### config.mk
export PLATFORM = sky130hd
export DESIGN_NAME = shift_piso
export DESIGN_NICKNAME = d
export VERILOG_FILES = /design/src/rtl/shift_piso.sv
export SDC_FILE = /design/constraint.sdc
export NUM_CORES = 1
export LEC_CHECK = 0
export CELL_PAD_IN_SITES_DETAIL_PLACEMENT = 1
export CELL_PAD_IN_SITES_GLOBAL_PLACEMENT = 2
export CORE_MARGIN = 1
export CORE_UTILIZATION = 24
export CTS_BUF_LIST = sky130_fd_sc_hd__clkbuf_8
export DETAILED_ROUTE_END_ITERATION = 10
export PLACE_DENSITY = 0.69
export SLEW_MARGIN = 20
export SYNTH_ARGS = -nofsm -noshare
export SYNTH_HDL_FRONTEND = slang
export SYNTH_SLANG_ARGS = --single-unit
### constraint.sdc
create_clock -name clk -period 1 [get_ports clk]
set_clock_uncertainty 0.05 [all_clocks]
set_input_delay 0.15 -clock clk [delete_from_list [all_inputs] [get_ports clk]]
set_output_delay 0.15 -clock clk [all_outputs]
set_load 0.01 [all_outputs]
### src/rtl/shift_piso.sv
// shift_piso: parallel-in serial-out shift transmitter.
//
// Accepts a WIDTH-bit word through a valid/ready handshake and sends it one
// bit per clk on s_out, framed by s_valid and s_last. Frames may run back to
// back: a word offered during the final bit of a frame is loaded at that
// edge and its first bit follows with no idle cycle.
//
// Parameters:
//   WIDTH      parallel word width in bits (>= 2)
//   MSB_FIRST  1: send p_in[WIDTH-1] first; 0: send p_in[0] first
//
// Ports:
//   clk       rising-edge clock
//   rst_n     asynchronous active-low reset
//   p_in      parallel word, sampled when in_valid && in_ready
//   in_valid  p_in holds a word to send
//   in_ready  block can accept a word this cycle (combinational)
//   s_out     serial data bit (registered)
//   s_valid   s_out carries a frame bit this cycle (registered)
//   s_last    final bit of the frame (registered)
//   busy      frame in progress, identical to s_valid
//
// Build option:
//   PISO_PARITY_EN  when defined, each frame is followed by one even-parity
//                   bit (XOR of the word) which carries s_last; the frame
//                   becomes WIDTH+1 cycles long.

module shift_piso #(
    parameter int unsigned WIDTH     = 4,
    parameter bit          MSB_FIRST = 1'b1
) (
    input  logic             clk,
    input  logic             rst_n,
    input  logic [WIDTH-1:0] p_in,
    input  logic             in_valid,
    output logic             in_ready,
    output logic             s_out,
    output logic             s_valid,
    output logic             s_last,
    output logic             busy
);

    localparam int unsigned     CntW    = (WIDTH > 1) ? $clog2(WIDTH) : 1;
    localparam logic [CntW-1:0] LastCnt = CntW'(WIDTH - 1);

    typedef enum logic [1:0] {
        StIdle  = 2'd0,
`ifdef PISO_PARITY_EN
        StShift = 2'd1,
        StPar   = 2'd2
`else
        StShift = 2'd1
`endif
    } state_e;

    state_e           state_q, state_d;
    logic [WIDTH-1:0] shreg_q, shreg_d;
    logic [CntW-1:0]  cnt_q, cnt_d;
    logic             s_out_q, s_out_d;
    logic             s_valid_q, s_valid_d;
    logic             s_last_q, s_last_d;
`ifdef PISO_PARITY_EN
    logic             par_q, par_d;
`endif

    logic             final_bit;
    logic             accept;
    logic [WIDTH-1:0] shreg_next;
    logic [CntW-1:0]  cnt_next;

    // Bit of a word that goes on the line first.
    function automatic logic lead_bit(input logic [WIDTH-1:0] word);
        return MSB_FIRST ? word[WIDTH-1] : word[0];
    endfunction

    // The bit currently on the line always sits at the lead position of
    // shreg_q, so advancing is a plain shift toward that end.
    always_comb begin
        shreg_next = MSB_FIRST ? (shreg_q << 1) : (shreg_q >> 1);
        cnt_next   = cnt_q + CntW'(1);
    end

    // Final bit cycle of a frame: the only cycle besides idle that may take
    // a new word, which keeps the stream gap-free.
    always_comb begin
        final_bit = 1'b0;
        case (state_q)
`ifdef PISO_PARITY_EN
            StPar:   final_bit = 1'b1;
`else
            StShift: final_bit = (cnt_q == LastCnt);
`endif
            default: final_bit = 1'b0;
        endcase
    end

    assign in_ready = (state_q == StIdle) || final_bit;
    assign accept   = in_valid && in_ready;

    // Next-state and next-output logic. Outputs are computed one cycle ahead
    // so that s_out/s_valid/s_last come straight from flops.
    always_comb begin
        state_d   = state_q;
        shreg_d   = shreg_q;
        cnt_d     = cnt_q;
        s_out_d   = 1'b0;
        s_valid_d = 1'b0;
        s_last_d  = 1'b0;
`ifdef PISO_PARITY_EN
        par_d     = par_q;
`endif

        if (accept) begin
            state_d   = StShift;
            shreg_d   = p_in;
            cnt_d     = '0;
            s_out_d   = lead_bit(p_in);
            s_valid_d = 1'b1;
            s_last_d  = 1'b0;  // WIDTH >= 2, so bit 0 is never the last
`ifdef PISO_PARITY_EN
            par_d     = ^p_in;
`endif
        end else begin
            case (state_q)
                StShift: begin
                    if (cnt_q != LastCnt) begin
                        state_d   = StShift;
                        shreg_d   = shreg_next;
                        cnt_d     = cnt_next;
                        s_out_d   = lead_bit(shreg_next);
                        s_valid_d = 1'b1;
`ifdef PISO_PARITY_EN
                        s_last_d  = 1'b0;
`else
                        s_last_d  = (cnt_next == LastCnt);
`endif
                    end else begin
`ifdef PISO_PARITY_EN
                        // Data done; the parity bit closes the frame.
                        state_d   = StPar;
                        s_out_d   = par_q;
                        s_valid_d = 1'b1;
                        s_last_d  = 1'b1;
`else
                        state_d   = StIdle;
                        shreg_d   = '0;
                        cnt_d     = '0;
`endif
                    end
                end
`ifdef PISO_PARITY_EN
                StPar: begin
                    state_d = StIdle;
                    shreg_d = '0;
                    cnt_d   = '0;
                    par_d   = 1'b0;
                end
`endif
                default: begin
                    state_d = StIdle;
                    shreg_d = '0;
                    cnt_d   = '0;
                end
            endcase
        end
    end

    always_ff @(posedge clk or negedge rst_n) begin
        if (!rst_n) begin
            state_q   <= StIdle;
            shreg_q   <= '0;
            cnt_q     <= '0;
            s_out_q   <= 1'b0;
            s_valid_q <= 1'b0;
            s_last_q  <= 1'b0;
        end else begin
            state_q   <= state_d;
            shreg_q   <= shreg_d;
            cnt_q     <= cnt_d;
            s_out_q   <= s_out_d;
            s_valid_q <= s_valid_d;
            s_last_q  <= s_last_d;
        end
    end

`ifdef PISO_PARITY_EN
    always_ff @(posedge clk or negedge rst_n) begin
        if (!rst_n) begin
            par_q <= 1'b0;
        end else begin
            par_q <= par_d;
        end
    end
`endif

    assign s_out   = s_out_q;
    assign s_valid = s_valid_q;
    assign s_last  = s_last_q;
    assign busy    = s_valid_q;

endmodule

== After elaboration in Yosys (flattened, before gate mapping) ==
Cells that the tools add are included.

* Bits in latches: 0
* Bits in registers: 10
* Input bits: 7
* Bits in read-only memories: 0
* Logic and storage cells: 33
* Memory bits (writable): 0
* Memories: 0
* Output and inout bits: 5

* Div/mod/pow operators: 0
* Muxes and demuxes: 19
* Multiply operators: 0
* Shift operators: 0
* Reduce and logical (&&, ||, !) cells: 3
* Bitwise operators: 0
* Magnitude comparators: 0
* $add $sub $neg: 1
* Eq/ne operators: 4

{| class="wikitable"
|+ Operators with widths
! cell !! number
|-
| 1-bit 2-to-1 mux || 11
|-
| 2-bit 2-to-1 mux || 5
|-
| 3-bit 2-to-1 mux || 3
|-
| 2-bit equality test, second input constant || 2
|-
| 2-bit by 1-bit adder with 2-bit output, second input constant || 1
|-
| 2-bit by 1-bit equality test with 1-bit output, second input constant || 1
|-
| 2-bit zero test || 1
|-
| 2-bit != test, second input constant || 1
|-
| 1-bit logical AND || 1
|-
| 1-bit logical OR || 1
|}

== Depth between registers and ports, before layout ==
Gate-level depths: netlist of run 1.

* Word-level depth: 5
* Mapped depth: 4
* Gate-level depth less buffers: 4

== Worst setup path before layout of run 1 ==
No wires, ideal clock.

* Path kind: register to register
* Start point: reg cnt_q[0]
* End point: reg shreg_q[0]
* Data arrival time: 994 ps
* Period minus slack after synthesis: 1163 ps
* Setup slack: -163 ps
* Cell stages (with the launch flop): 5
* Required time: 830 ps
* Cells stage by stage: dfrtp_1 ha_1 nor2b_4 inv_2 and3_1

* Word-level cells in the longest chain between the ends: 5

{| class="wikitable"
|+ RTL lines
! element !! line !! RTL
|-
| from (decl) || 58 || <nowiki>logic [CntW-1:0] cnt_q, cnt_d;</nowiki>
|-
| from (signal assigned) || 179 || <nowiki>cnt_q <= cnt_d;</nowiki>
|-
| 2-bit equality test || 91 || <nowiki>StShift: final_bit = (cnt_q == LastCnt);</nowiki>
|-
| 1-bit 2-to-1 mux || 87 || <nowiki>case (state_q)</nowiki>
|-
| 1-bit logical OR || 97 || <nowiki>assign in_ready = (state_q == StIdle) || final_bit;</nowiki>
|-
| net in_ready || 36 || <nowiki>output logic in_ready,</nowiki>
|-
| 1-bit logical AND || 98 || <nowiki>assign accept = in_valid && in_ready;</nowiki>
|-
| 3-bit 2-to-1 mux || 113 || <nowiki>if (accept) begin</nowiki>
|-
| net shreg_d[0] || 57 || <nowiki>logic [WIDTH-1:0] shreg_q, shreg_d;</nowiki>
|-
| to (signal assigned) || 178 || <nowiki>shreg_q <= shreg_d;</nowiki>
|-
| to (decl) || 57 ||
|}

The timed path passes the listed nets, and every way through them passes these cells.

== Worst setup path in the final report of run 1 ==
* Start point: reg cnt_q[1]
* End point: out in_ready

* Word-level cells in the longest chain between the ends: 3

{| class="wikitable"
|+ RTL lines
! element !! line
|-
| 2-bit equality test || 91
|-
| 1-bit 2-to-1 mux || 87
|-
| 1-bit logical OR || 97
|-
| to (decl) || 36
|}

Every way passes these cells.

==> flow_summary.json, run 1 <==
{
  "die_h_um": 39.5,
  "switchingPower_mw": 0.638,
  "place_hpwl_um": 601,
  "clock.fmax_ghz": 0.759,
  "synth_area_leaders": "dfrtp_1 (59%), ha_1 (7.4%), nand3b_1 (6.7%), o21ai_0 (4.4%), nand2_1 (4.4%)",
  "num-fill-cells": 149,
  "crit_start": "cnt_q[1]",
  "antenna_left": 0,
  "multi_input_area_um2": 166,
  "ir_drop_v": 0.00120,
  "numPortBuffers": 11,
  "clock_latency_ns": 0.23,
  "intPower_mw": 1.34,
  "power_frac_comb": 0.543,
  "grt_setup_unrepaired": "yes",
  "syn_to_final_growth_pct": 90.0,
  "maxCapViolations": 0,
  "fp.dieW_um": 39.5,
  "syn_inst": 29,
  "final.period_utilization": 1.32,
  "io_pins": 12,
  "final_common_cell": "buf_4",
  "synth_top_cell_by_area": "dfrtp_1",
  "p_leak_nw": 0.310,
  "die-area_um2": 1560,
  "clockRootBuffer": "clkbuf_8",
  "ys_types": 13,
  "critPathKind": "reg -> out",
  "wl_per_cell_um": 13.9,
  "first_global_vias": 305,
  "p_per_area_nw_per_um2": 3080,
  "drc": 0,
  "r2r-start": "cnt_q[0]",
  "grtUsageMet2": 0.225,
  "cp_max_fo": 2,
  "routabilityCongestion": 0.708,
  "power.share.sequential": 0.262,
  "grt_use_met3": 0.0511,
  "cp.required_ns": 0.80,
  "dr.pass1.iters": 2,
  "wl_um": 962,
  "grt_pass1_wl_mm": 1.33,
  "numClockSinks": 8,
  "grt_max_degree": 9,
  "hp-class": "in -> async",
  "grt-ovfl-total": 0,
  "power_mw": 1.98,
  "core.rowCount": 13,
  "clk_pin_slew_ns": 0.04,
  "timing.rr.end": "cnt_q[1]",
  "cts_buffers": 3,
  "tightest_slew_ns": 0.397,
  "drive_gt1_frac": 0.537,
  "viasPerCell": 4.39,
  "start_util": 0.260,
  "endpoint_kind": "output pin",
  "p_sw_frac": 0.322,
  "antennaDiodeCount": 0,
  "crit_path_start_kind": "flop",
  "layout_common_cells": "buf_4 (9), dfrtp_1 (8), clkdlybuf4s50_1 (6), buf_6 (6)",
  "synth.net_count": 38,
  "finalHoldViolCount": 0,
  "max_slew_margin": 0.734,
  "tns_ns": -1.71,
  "seqCellArea_um2": 200,
  "syn_area_um2": 338,
  "post-route-util": 0.493,
  "syn_avg_cell_area_um2": 11.6,
  "antenna_found_initial": 0,
  "r2r_slack_ns": -0.26,
  "grt.total_usage": 0.139,
  "seq_area_frac_synth": 0.593,
  "synth_seq_cells": 8,
  "layout.nets": 65,
  "r2r_cells": 5,
  "globalRouteMet1Util": 0.153,
  "core_um2": 1300,
  "period_needed_ns": 1.32,
  "finalMaxSlewViolations": 0,
  "ctsHoldBuffers": 0,
  "clockBufferDepth": 2,
  "busiest_layer": "met2",
  "yosys_warnings": 0,
  "cts_max_level": 1,
  "drt_iter0_markers": 1,
  "pwr-share-clk": 0.195,
  "num_vias": 303,
  "cts_tree": "yes",
  "whs_ns": 0.169,
  "outcome": "finished, violations left",
  "synth_top_area_frac": 0.593,
  "worst-endpoint-arrival_ns": 1.12,
  "setup_ws_ns": -0.318,
  "violations": "negative setup slack",
  "setup-violations-final": 11
}
-- how the worst max path moves through the flow --
stage	to	slack (ns)	cells after the start
finish	in_ready	-0.32	4
global route	in_ready	-0.36	4
CTS	in_ready	-0.30	4
detailed placement	in_ready	-0.41	4
global placement	in_ready	-0.39	4
floorplan	shreg_q[0]	-0.07	4
-- final cells by class --
| cell class | instances | area share |
|---|---|---|
| Clock buffer | 3 | 0.0643 |
| Inverter | 2 | 0.0156 |
| Multi-Input combinational cell | 18 | 0.259 |
| Sequential cell | 8 | 0.312 |
| Tap cell | 15 | 0.0292 |
| Timing Repair Buffer | 23 | 0.320 |
-- what timing repair did --
| item | CTS | global route |
|---|---|---|
| endpoints found under the setup margin | 13 | 12 |
| cloned | 0 | 0 |
| buffers inserted | 7 | 2 |
| resized for setup | 31 | 9 |
| pin swaps | 3 | 2 |
-- sequential cells by signal, indices dropped and copies added (netlist names) --
signal / cells
cnt_q: 2
s_last: 1
busy: 1
shreg_q: 3
s_out: 1
-- through the flow --
step,setup WS (ns),cells,instance area (um^2)
floorplan,-0.0684,29,340
detailed placement,-0.410,60,507
finish,-0.318,69,642
global route,-0.357,69,642
CTS,-0.298,69,614
global placement,-0.394,60,507
-- routing by layer --
metal | vias up | part of all wire | wire [um]
li1 | 145 | - | -
met1 | 148 | 0.40 | 389
met2 | 10 | 0.55 | 530
met3 | 0 | 0.044 | 42
met4 | 0 | 0 | 0
met5 | - | 0 | 0
-- synthesized netlist by cell type --
| library cell | instances |
|---|---|
| and3b_1 | 1 |
| buf_4 | 1 |
| nand2_1 | 4 |
| nor2b_4 | 1 |
| nand2b_1 | 1 |
| o21ai_0 | 3 |
| ha_1 | 2 |
| nand3b_1 | 3 |
| inv_1 | 1 |
| inv_2 | 1 |
| nor2_1 | 1 |
| dfrtp_1 | 8 |
| and3_1 | 2 |
-- worst max-delay path: stages, from the launching register on --
cell and delay [ns]:
dfrtp_1 0.41, ha_4 0.19, nor2b_4 0.12, inv_2 0.05, buf_6 0.11
-- power groups by stage --
stage          logic [mW]  clock network, mW  registers, mW
3_5_place_dp        0.737                  0          0.502
4_1_cts             0.970              0.397          0.497
5_1_grt              1.17              0.413          0.529
3_3_place_gp        0.684                  0          0.496
6_report             1.07              0.385          0.519
2_1_floorplan       0.284                  0          0.532
-- kinds of logic after synthesis --
kind of cell / synth area share
simple gates: 0.244
flops: 0.593
compound gates: 0.0444
buf+inv: 0.0444
fa+ha+maj: 0.0741
No activity file was read; power rests on OpenSTA's default activity.
==> run 2: changes to the inputs <==
--- a/config.mk
+++ b/config.mk
@@ -7,11 +7,11 @@
 export LEC_CHECK = 0
 export CELL_PAD_IN_SITES_DETAIL_PLACEMENT = 1
 export CELL_PAD_IN_SITES_GLOBAL_PLACEMENT = 2
-export CORE_MARGIN = 1
-export CORE_UTILIZATION = 24
+export CORE_AREA = 2 2 39 41
 export CTS_BUF_LIST = sky130_fd_sc_hd__clkbuf_8
 export DETAILED_ROUTE_END_ITERATION = 10
-export PLACE_DENSITY = 0.69
+export DIE_AREA = 0 0 41 43
+export PLACE_DENSITY = 0.7
 export SLEW_MARGIN = 20
 export SYNTH_ARGS = -nofsm -noshare
 export SYNTH_HDL_FRONTEND = slang
==> constraint.sdc (replaced) <==
create_clock -name clk -period 1.5 [get_ports clk]
set_clock_uncertainty 0.05 [all_clocks]
set_input_delay 0.225 -clock clk [delete_from_list [all_inputs] [get_ports clk]]
set_output_delay 0.225 -clock clk [all_outputs]
set_load 0.01 [all_outputs]
==> flow_summary.json, run 2 (synthesized netlist as in run 1, its figures left out) <==
{
  "layout.nets": 59,
  "cts_tree": "yes",
  "regMostFlops": "shreg_q",
  "r2r_cells": 5,
  "crit_path_start_kind": "flop",
  "worst-endpoint-arrival_ns": 1.11,
  "cp.required_ns": 1.22,
  "wl_per_cell_um": 12.4,
  "instances_no_fill": 64,
  "clockRootBuffer": "clkbuf_8",
  "top_regs": "shreg_q x3, cnt_q x2",
  "cp_slowest_stage_delay_ns": 0.38,
  "numPortBuffers": 11,
  "period_needed_ns": 1.39,
  "drive_gt1_frac": 0.271,
  "numClockSinks": 8,
  "hp-class": "in -> async",
  "crit_slowest_cell": "dfrtp_1",
  "finalMaxSlewViolations": 0,
  "drt_iter0_markers": 0,
  "timing.rr.end": "shreg_q[0]",
  "cts_buffers": 3,
  "grt_pass1_wl_mm": 1.27,
  "cp_max_fo": 2,
  "fp.dieW_um": 41,
  "viasPerCell": 4.27,
  "setup-violations-final": 0,
  "cts_max_level": 1,
  "place_hpwl_um": 618,
  "layout_common_cells": "dfrtp_1 (8), clkdlybuf4s50_1 (8), buf_4 (6)",
  "die_h_um": 43,
  "p_leak_nw": 0.265,
  "antennaDiodeCount": 0,
  "grt.total_usage": 0.125,
  "dr.pass1.iters": 1,
  "die-area_um2": 1760,
  "start_util": 0.244,
  "p_per_area_nw_per_um2": 1940,
  "clock.fmax_ghz": 0.722,
  "crit_chain": "ha_2, nor2b_4, inv_2, buf_2",
  "clock_latency_ns": 0.23,
  "core_um2": 1380,
  "clockBufferDepth": 2,
  "io_pins": 12,
  "clk_pin_slew_ns": 0.04,
  "finalHoldViolCount": 0,
  "final.period_utilization": 0.924,
  "grt_max_degree": 9,
  "first_global_vias": 313,
  "max_slew_margin": 0.747,
  "antenna_found_initial": 0,
  "maxCapViolations": 0,
  "antenna_left": 0,
  "drc": 0,
  "critPathKind": "reg -> out",
  "r2r_slack_ns": 0.29,
  "num_vias": 273,
  "r2r-start": "cnt_q[0]",
  "largest_register_ffs": 3,
  "placed_cells_incl_taps": 60,
  "core.rowCount": 14,
  "tightest_slew_ns": 0.378,
  "outcome": "finished, final reports clean",
  "grt_setup_unrepaired": "no",
  "ir_drop_v": 0.000683,
  "syn_to_final_growth_pct": 60.4,
  "ctsHoldBuffers": 0,
  "endpoint_kind": "output pin",
  "whs_ns": 0.231,
  "routabilityCongestion": 0.718,
  "tns_ns": 0,
  "wl_um": 791,
  "grt-ovfl-total": 0
}
[run 2: cell count changes in the layout (fill, tap and decap cells not counted), sizes merged]
cell | before | now
dlygate4sd2 | 0 | 2
clkdlybuf4s50 | 6 | 8
buf | 17 | 7
[run 2: stage by stage]
stage,power (mW),utilization,setup WS [ns],instance area (um^2)
after floorplan,0.541,-,0.337,338
after global placement,0.779,0.360,-0.00944,498
after detailed placement,0.810,0.360,-0.0343,498
after CTS,1.07,0.391,0.00764,541
after global routing,1.14,0.392,0.0410,542
final,1.05,0.392,0.114,542
[run 2: cell type report]
| class | count | area, um^2 |
|---|---|---|
| Tap cell | 16 | 20.0 |
| Multi-Input combinational cell | 18 | 125 |
| Inverter | 2 | 7.51 |
| Clock buffer | 3 | 41.3 |
| Sequential cell | 8 | 200 |
| Fill cell | 153 | 842 |
| Timing Repair Buffer | 17 | 148 |
[run 2: how the worst max path moves through the flow]
stage            endpoint  cells past startpoint     start
2_1_floorplan  shreg_q[0]                      4  cnt_q[0]
3_3_place_gp     in_ready                      4  cnt_q[1]
4_1_cts          in_ready                      4  cnt_q[0]
5_1_grt          in_ready                      4  cnt_q[0]
6_report         in_ready                      4  cnt_q[0]
3_5_place_dp     in_ready                      4  cnt_q[0]
[run 2: repair_timing]
item                                    CTS  global route
endpoints found under the setup margin    3             1
resized for setup                         6             1
setup buffers                             0             1
[run 2: per-layer routing]
layer  GRT usage  part of all wire  up-vias
met3      0.0681             0.091        2
met4       0.120             0.020        0
met1       0.102              0.35      127
met5           0                 0        -
li1            -                 -      132
met2       0.194              0.53       12
[run 2: power breakdown]
| group | internal (mW) | switching [mW] |
|---|---|---|
| clock network | 0.174 | 0.0873 |
| registers | 0.299 | 0.0345 |
| logic | 0.268 | 0.190 |
| total | 0.741 | 0.312 |
[run 2: worst max-delay path, delay by kind of cell, from the launching register on]
kind          cells  cell delay [ns]
fa+ha+maj         1             0.21
buf+inv           2             0.17
flops             1             0.38
simple gates      1             0.12
